## src/rtl/en_window_sampler_if.sv

```systemverilog
// Signal bundle between the enable framing stage and the window sampler.
// The master drives the enable/data pair; the slave returns the decoded frame and status.
interface en_window_sampler_if #(
    parameter int BITS_PER_FRAME = 2
);
    logic                      en_in;
    logic                      din;
    logic [BITS_PER_FRAME-1:0] frame_data;
    logic                      frame_valid;
    logic                      len_err;

    modport master (
        output en_in,
        output din,
        input  frame_data,
        input  frame_valid,
        input  len_err
    );

    modport slave (
        input  en_in,
        input  din,
        output frame_data,
        output frame_valid,
        output len_err
    );
endinterface

```

## src/rtl/en_window_sampler.sv

```systemverilog
// Measures each en_in window, samples din at a fixed offset inside it and
// assembles BITS_PER_FRAME samples into a frame, flagging any timing violation.
module en_window_sampler #(
    parameter int WIN_LEN        = 9,
    parameter int BITS_PER_FRAME = 2,
    parameter int SAMPLE_AT      = 4,
    parameter int FRAME_GAP      = 2
) (
    input logic                clk,
    input logic                rst_n,
    en_window_sampler_if.slave bus
);
    localparam int WCNT_W = $clog2(WIN_LEN + 2);
    localparam int GCNT_W = $clog2(FRAME_GAP + 1);
    localparam int BCNT_W = $clog2(BITS_PER_FRAME + 1);

    localparam logic [WCNT_W-1:0] WIN_LEN_C   = WCNT_W'(WIN_LEN);
    localparam logic [WCNT_W-1:0] SAMPLE_AT_C = WCNT_W'(SAMPLE_AT);
    localparam logic [WCNT_W-1:0] WCNT_ONE    = WCNT_W'(1);
    localparam logic [GCNT_W-1:0] GAP_C       = GCNT_W'(FRAME_GAP);
    localparam logic [GCNT_W-1:0] GCNT_ONE    = GCNT_W'(1);
    localparam logic [BCNT_W-1:0] BLAST_C     = BCNT_W'(BITS_PER_FRAME - 1);
    localparam logic [BCNT_W-1:0] BCNT_ONE    = BCNT_W'(1);

    typedef enum logic [1:0] {
        IDLE   = 2'd0,
        WIN    = 2'd1,
        GAP    = 2'd2,
        RESYNC = 2'd3
    } state_t;

    state_t                    state_r;
    logic [WCNT_W-1:0]         wcnt_r;
    logic [GCNT_W-1:0]         gcnt_r;
    logic [BCNT_W-1:0]         bcnt_r;
    logic [BITS_PER_FRAME-1:0] shreg_r;
    logic [BITS_PER_FRAME-1:0] frame_data_r;
    logic                      frame_valid_r;
    logic                      len_err_r;

    function automatic logic [BITS_PER_FRAME-1:0] put_bit(
        input logic [BITS_PER_FRAME-1:0] word,
        input logic [BCNT_W-1:0]         idx,
        input logic                      b
    );
        logic [BITS_PER_FRAME-1:0] res;
        res = word;
        for (int i = 0; i < BITS_PER_FRAME; i++) begin
            if (idx == BCNT_W'(i)) begin
                res[i] = b;
            end else begin
                res[i] = word[i];
            end
        end
        return res;
    endfunction

    // Window/gap sequencer with registered frame and error outputs.
    always_ff @(posedge clk or negedge rst_n) begin
        if (!rst_n) begin
            state_r       <= IDLE;
            wcnt_r        <= '0;
            gcnt_r        <= '0;
            bcnt_r        <= '0;
            shreg_r       <= '0;
            frame_data_r  <= '0;
            frame_valid_r <= 1'b0;
            len_err_r     <= 1'b0;
        end else begin
            frame_valid_r <= 1'b0;
            len_err_r     <= 1'b0;
            case (state_r)
                IDLE, GAP: begin
                    if (bus.en_in) begin
                        state_r <= WIN;
                        wcnt_r  <= WCNT_ONE;
                        gcnt_r  <= '0;
                        if (SAMPLE_AT_C == '0) begin
                            shreg_r <= put_bit(shreg_r, bcnt_r, bus.din);
                        end
                    end else if (state_r == GAP && gcnt_r != GAP_C) begin
                        gcnt_r <= gcnt_r + GCNT_ONE;
                        // A long gap while a frame is half built means bits went missing.
                        if ((gcnt_r + GCNT_ONE) == GAP_C && bcnt_r != '0) begin
                            len_err_r <= 1'b1;
                            bcnt_r    <= '0;
                        end
                    end
                end
                WIN: begin
                    if (bus.en_in) begin
                        if (wcnt_r == WIN_LEN_C) begin
                            len_err_r <= 1'b1;
                            bcnt_r    <= '0;
                            gcnt_r    <= '0;
                            state_r   <= RESYNC;
                        end else begin
                            wcnt_r <= wcnt_r + WCNT_ONE;
                            if (wcnt_r == SAMPLE_AT_C) begin
                                shreg_r <= put_bit(shreg_r, bcnt_r, bus.din);
                            end
                        end
                    end else if (wcnt_r != WIN_LEN_C) begin
                        // The falling cycle already counts as the first low of the resync gap.
                        len_err_r <= 1'b1;
                        bcnt_r    <= '0;
                        gcnt_r    <= GCNT_ONE;
                        state_r   <= RESYNC;
                    end else begin
                        gcnt_r  <= GCNT_ONE;
                        state_r <= GAP;
                        if (bcnt_r == BLAST_C) begin
                            frame_data_r  <= shreg_r;
                            frame_valid_r <= 1'b1;
                            bcnt_r        <= '0;
                        end else begin
                            bcnt_r <= bcnt_r + BCNT_ONE;
                        end
                    end
                end
                RESYNC: begin
                    if (bus.en_in) begin
                        gcnt_r <= '0;
                    end else if ((gcnt_r + GCNT_ONE) >= GAP_C) begin
                        gcnt_r  <= '0;
                        state_r <= IDLE;
                    end else begin
                        gcnt_r <= gcnt_r + GCNT_ONE;
                    end
                end
                default: begin
                    state_r <= IDLE;
                    bcnt_r  <= '0;
                    gcnt_r  <= '0;
                end
            endcase
        end
    end

    assign bus.frame_data  = frame_data_r;
    assign bus.frame_valid = frame_valid_r;
    assign bus.len_err     = len_err_r;
endmodule

```

## src/flat_wrapper.sv

```systemverilog
// flat-port wrapper written by rule: the top's interface ports become plain ports
module en_window_sampler_flat 
#(
    parameter int WIN_LEN        = 9,
    parameter int BITS_PER_FRAME = 2,
    parameter int SAMPLE_AT      = 4,
    parameter int FRAME_GAP      = 2
)
  (clk, rst_n, bus_en_in, bus_din, bus_frame_data, bus_frame_valid, bus_len_err);
  en_window_sampler_if #(.BITS_PER_FRAME(BITS_PER_FRAME)) bus_i ();
  input logic clk;
  input logic rst_n;
  input wire logic [$bits(bus_i.en_in)-1:0] bus_en_in;
  input wire logic [$bits(bus_i.din)-1:0] bus_din;
  output wire logic [$bits(bus_i.frame_data)-1:0] bus_frame_data;
  output wire logic [$bits(bus_i.frame_valid)-1:0] bus_frame_valid;
  output wire logic [$bits(bus_i.len_err)-1:0] bus_len_err;
  assign bus_i.en_in = bus_en_in;
  assign bus_i.din = bus_din;
  assign bus_frame_data = bus_i.frame_data;
  assign bus_frame_valid = bus_i.frame_valid;
  assign bus_len_err = bus_i.len_err;
  en_window_sampler #(.WIN_LEN(WIN_LEN), .BITS_PER_FRAME(BITS_PER_FRAME), .SAMPLE_AT(SAMPLE_AT), .FRAME_GAP(FRAME_GAP)) u_core (.clk(clk), .rst_n(rst_n), .bus(bus_i));
endmodule
```

## config.mk

```make
export PLATFORM = sky130hd
export DESIGN_NAME = en_window_sampler_flat
export DESIGN_NICKNAME = d
export VERILOG_FILES = /design/src/rtl/en_window_sampler_if.sv /design/src/rtl/en_window_sampler.sv /design/src/flat_wrapper.sv
export SDC_FILE = /design/constraint.sdc
export NUM_CORES = 1
export LEC_CHECK = 0
export CORE_ASPECT_RATIO = 0.8
export CORE_MARGIN = 2
export CORE_UTILIZATION = 50
export DETAILED_ROUTE_END_ITERATION = 6
export MAX_ROUTING_LAYER = met4
export PLACE_DENSITY = 0.73
export SLEW_MARGIN = 10
export SYNTH_ARGS = -nofsm -noshare
export SYNTH_HDL_FRONTEND = slang
export SYNTH_SLANG_ARGS = --single-unit
```

## constraint.sdc

```tcl
create_clock -name clk -period 2 [get_ports clk]
set_input_delay 0.3 -clock clk [delete_from_list [all_inputs] [get_ports clk]]
set_output_delay 0.3 -clock clk [all_outputs]
set_load 0.05 [all_outputs]
```

==> flow_summary.json <==
{
  "status": "complete, no violations",
  "grt_first_pass_wirelength_um": 3040,
  "p_seq_share_pct": 40.1,
  "fp.dieH_um": 43.1,
  "final.setup.tns_ns": 0,
  "synth.largest_area_cell": "dfrtp_1",
  "worst_pin_slew_ns": 0.494,
  "min_path_type": "in2async",
  "grt_max_degree": 17,
  "dr.pass1.iters": 4,
  "p_sw_share_pct": 41.8,
  "internal_power_w": 0.000777,
  "seq_area_um2": 402,
  "clock-sinks": 16,
  "crit_buf_inv": 0,
  "grtUsageTotal_pct": 19.6,
  "fp.dieW_um": 52.9,
  "synth-edff-count": 0,
  "drv_slew": 0,
  "crit_slowest_cell": "dfrtp_2",
  "met2_usage_pct": 29.0,
  "yosysMostFrequentCell": "dfrtp_1",
  "ys_top_cells_by_area": "dfrtp_1 42%, ha_1 10%, mux2_1 4.7%, inv_1 3.5%, nor2b_1 3.3%",
  "synth_common_cells": "16 x dfrtp_1, 9 x inv_1, 8 x ha_1",
  "routed_wl_um": 1840,
  "switchingPower_w": 0.000558,
  "tritoncts": "done",
  "synthFlopType": "dfrtp_1",
  "ios": 8,
  "grt_most_used_layer": "met2",
  "worst-setup-path-type": "reg2reg",
  "insertedDiodeCount": 0,
  "syn_to_final_growth_pct": 16.3,
  "synthCells": 95,
  "start_util_pct": 52.0,
  "postRouteAntennaNets": 0,
  "wire_per_inst_um": 13.9,
  "drive_above_1_share_pct": 13.9,
  "combPwrFrac_pct": 47.1,
  "cp_slowest_stage_delay_ns": 0.43,
  "synth_area_um2": 957,
  "whs_ns": 0.319,
  "clk_pin_slew_ns": 0.09,
  "max_clock_freq_mhz": 532,
  "crit_top_cell": "ha_1",
  "period_share_pct": 94.0,
  "crit_family": "simple AND/OR/NAND/NOR gates",
  "cts-root-buf": "clkbuf_4",
  "power.density_nw_per_um2": 1200,
  "synth_seq_cells": 16,
  "pwr-share-clk_pct": 12.8,
  "h-tree-depth": 1,
  "cp.arrival_ns": 2.05,
  "vdd_drop_max_mv": 0.811,
  "startpoint_type": "flop",
  "drt_iter0_markers": 16,
  "numCtsBuffers": 3,
  "cp-end-kind": "flop",
  "finalCriticalPeriod_ns": 1.88,
  "overflow": 0,
  "rows": 14,
  "globalplace.congestion": 0.822,
  "synth_cell_types": 36,
  "dieArea_um2": 2280,
  "leakagePower_nw": 0.507,
  "drc": 0,
  "fillCellCount": 152,
  "hold_violations": 0,
  "grt_setup_unrepaired": "no",
  "crit_chain": "ha_1, nand3b_1, ha_1, nand4b_1, or4_1, mux2_1",
  "gr-usage-met3_pct": 7.39,
  "hpwl_um": 1370,
  "core-area_um2": 1840,
  "yosysTopAreaCellShare_pct": 41.8,
  "crit_required_ns": 2.17,
  "skew_ns": 0.00394,
  "port_buffers": 7,
  "synth_warnings": 0,
  "maxCapViolations": 0,
  "cts_hold_buf": 0,
  "ys_async_sr_fraction_pct": 100,
  "use_met1_pct": 24.1,
  "relSlewSlack_pct": 66.9,
  "antenna_found_initial": 0,
  "syn_area_per_cell_um2": 10.1,
  "cp_max_fo": 4,
  "grt_pass1_vias": 683,
  "vias": 733,
  "multi_input_area_um2": 503,
  "yosysSeqAreaShare_pct": 41.8,
  "finalNetCount": 122,
  "clk_path_buf_depth": 2,
  "worstSkewPairLatency_ns": 0.29,
  "synthesis.nets": 107,
  "setup_viol": 0,
  "viasPerCell": 5.55
}
path summary, 6_finish.rpt:
path	slack, ns	endpoint	cells after the start	from
max in group asynchronous	1.48	u_core.wcnt_r[0]$_DFFE_PN0P_	2	rst_n
min in group clk	0.49	u_core.shreg_r[0]$_DFFE_PN0P_	1	u_core.shreg_r[0]$_DFFE_PN0P_
worst max-delay path	0.12	u_core.shreg_r[1]$_DFFE_PN0P_	6	u_core.wcnt_r[0]$_DFFE_PN0P_
worst max register to register	0.12	u_core.shreg_r[1]$_DFFE_PN0P_	6	u_core.wcnt_r[0]$_DFFE_PN0P_
worst min register to register	0.49	u_core.shreg_r[0]$_DFFE_PN0P_	1	u_core.shreg_r[0]$_DFFE_PN0P_
worst min-delay path	0.32	u_core.bcnt_r[1]$_DFFE_PN0P_	2	rst_n
power by group through the flow:
stage          clock network, W  logic [W]  registers [W]
6_report               0.000171   0.000629       0.000535
5_1_grt                0.000194   0.000691       0.000554
4_1_cts                0.000175   0.000593       0.000539
3_5_place_dp                  0   0.000590       0.000546
3_3_place_gp                  0   0.000574       0.000545
2_1_floorplan                 0   0.000442       0.000526
what timing repair did:
| item | CTS | global route |
|---|---|---|
| endpoints found under the setup margin | 0 | 1 |
| gates resized for setup | 0 | 1 |
| buffers inserted | 0 | 2 |
cells in the final DEF, fill, tap and decap left out:
master	count
dfrtp_1	15
inv_1	9
ha_1	8
nand2_1	7
clkdlybuf4s50_1	7
buf_4	6
nor2b_1	5
o21ai_1	4
mux2_1	4
a21oi_1	3
nand2b_1	3
a31oi_1	3
clkbuf_4	3
inv_2	2
nand3_1	2
o31ai_1	2
nand4b_1	2
mux2i_1	2
o2bb2ai_1	2
o21ai_0	2
nand3b_1	1
or4b_4	1
a211o_1	1
a22oi_2	1
nor4bb_1	1
and3_1	1
nand4_1	1
nand2b_2	1
o22ai_1	1
o221ai_1	1
nor4_1	1
or4_1	1
o32ai_1	1
o211a_1	1
nor3b_1	1
o41ai_1	1
dfrtp_2	1
final cells by class:
class,instances,area share [%]
Sequential cell,16,36.1
Multi-Input combinational cell,65,45.2
Tap cell,24,2.70
Inverter,11,3.71
Clock buffer,3,2.02
Timing Repair Buffer,13,10.3
state kept, by name, summed over array words and instances, names as in the netlist:
register	cells
u_core.bus.len_err	1
u_core.shreg_r	2
u_core.wcnt_r	4
u_core.bus.frame_data	2
u_core.bcnt_r	2
u_core.state_r	2
u_core.gcnt_r	2
u_core.bus.frame_valid	1
kinds of logic (layout without fill, tap and decap cells):
logic type | count (synthesis) | after routing | share of synthesized area (%)
AOI/OAI and AO/OA | 23 | 23 | 16.7
adders and majority gates | 8 | 8 | 10.5
buffers and inverters | 14 | 27 | 5.62
DFF | 16 | 16 | 41.8
muxes | 6 | 6 | 6.80
and+or+nand+nor | 28 | 28 | 18.6
metrics by stage:
| step | setup WS [ns] | util, % | instance area (µm²) | cells | total power, W |
|---|---|---|---|---|---|
| after global routing | 0.0233 | 60.5 | 1110 | 132 | 0.00144 |
| after detailed placement | 0.0742 | 58.4 | 1070 | 127 | 0.00114 |
| after CTS | 0.0854 | 59.7 | 1100 | 130 | 0.00131 |
| after global placement | 0.0837 | 58.4 | 1070 | 127 | 0.00112 |
| after floorplan | 0.0840 | - | 957 | 95 | 0.000968 |
| final | 0.121 | 60.5 | 1110 | 132 | 0.00134 |
metal layers:
metal	up-vias	share of wire [%]
li1	372	-
met1	346	47
met2	11	47
met3	4	4.3
met4	0	1.5
met5	-	0
No activity file was read; power rests on OpenSTA's default activity.
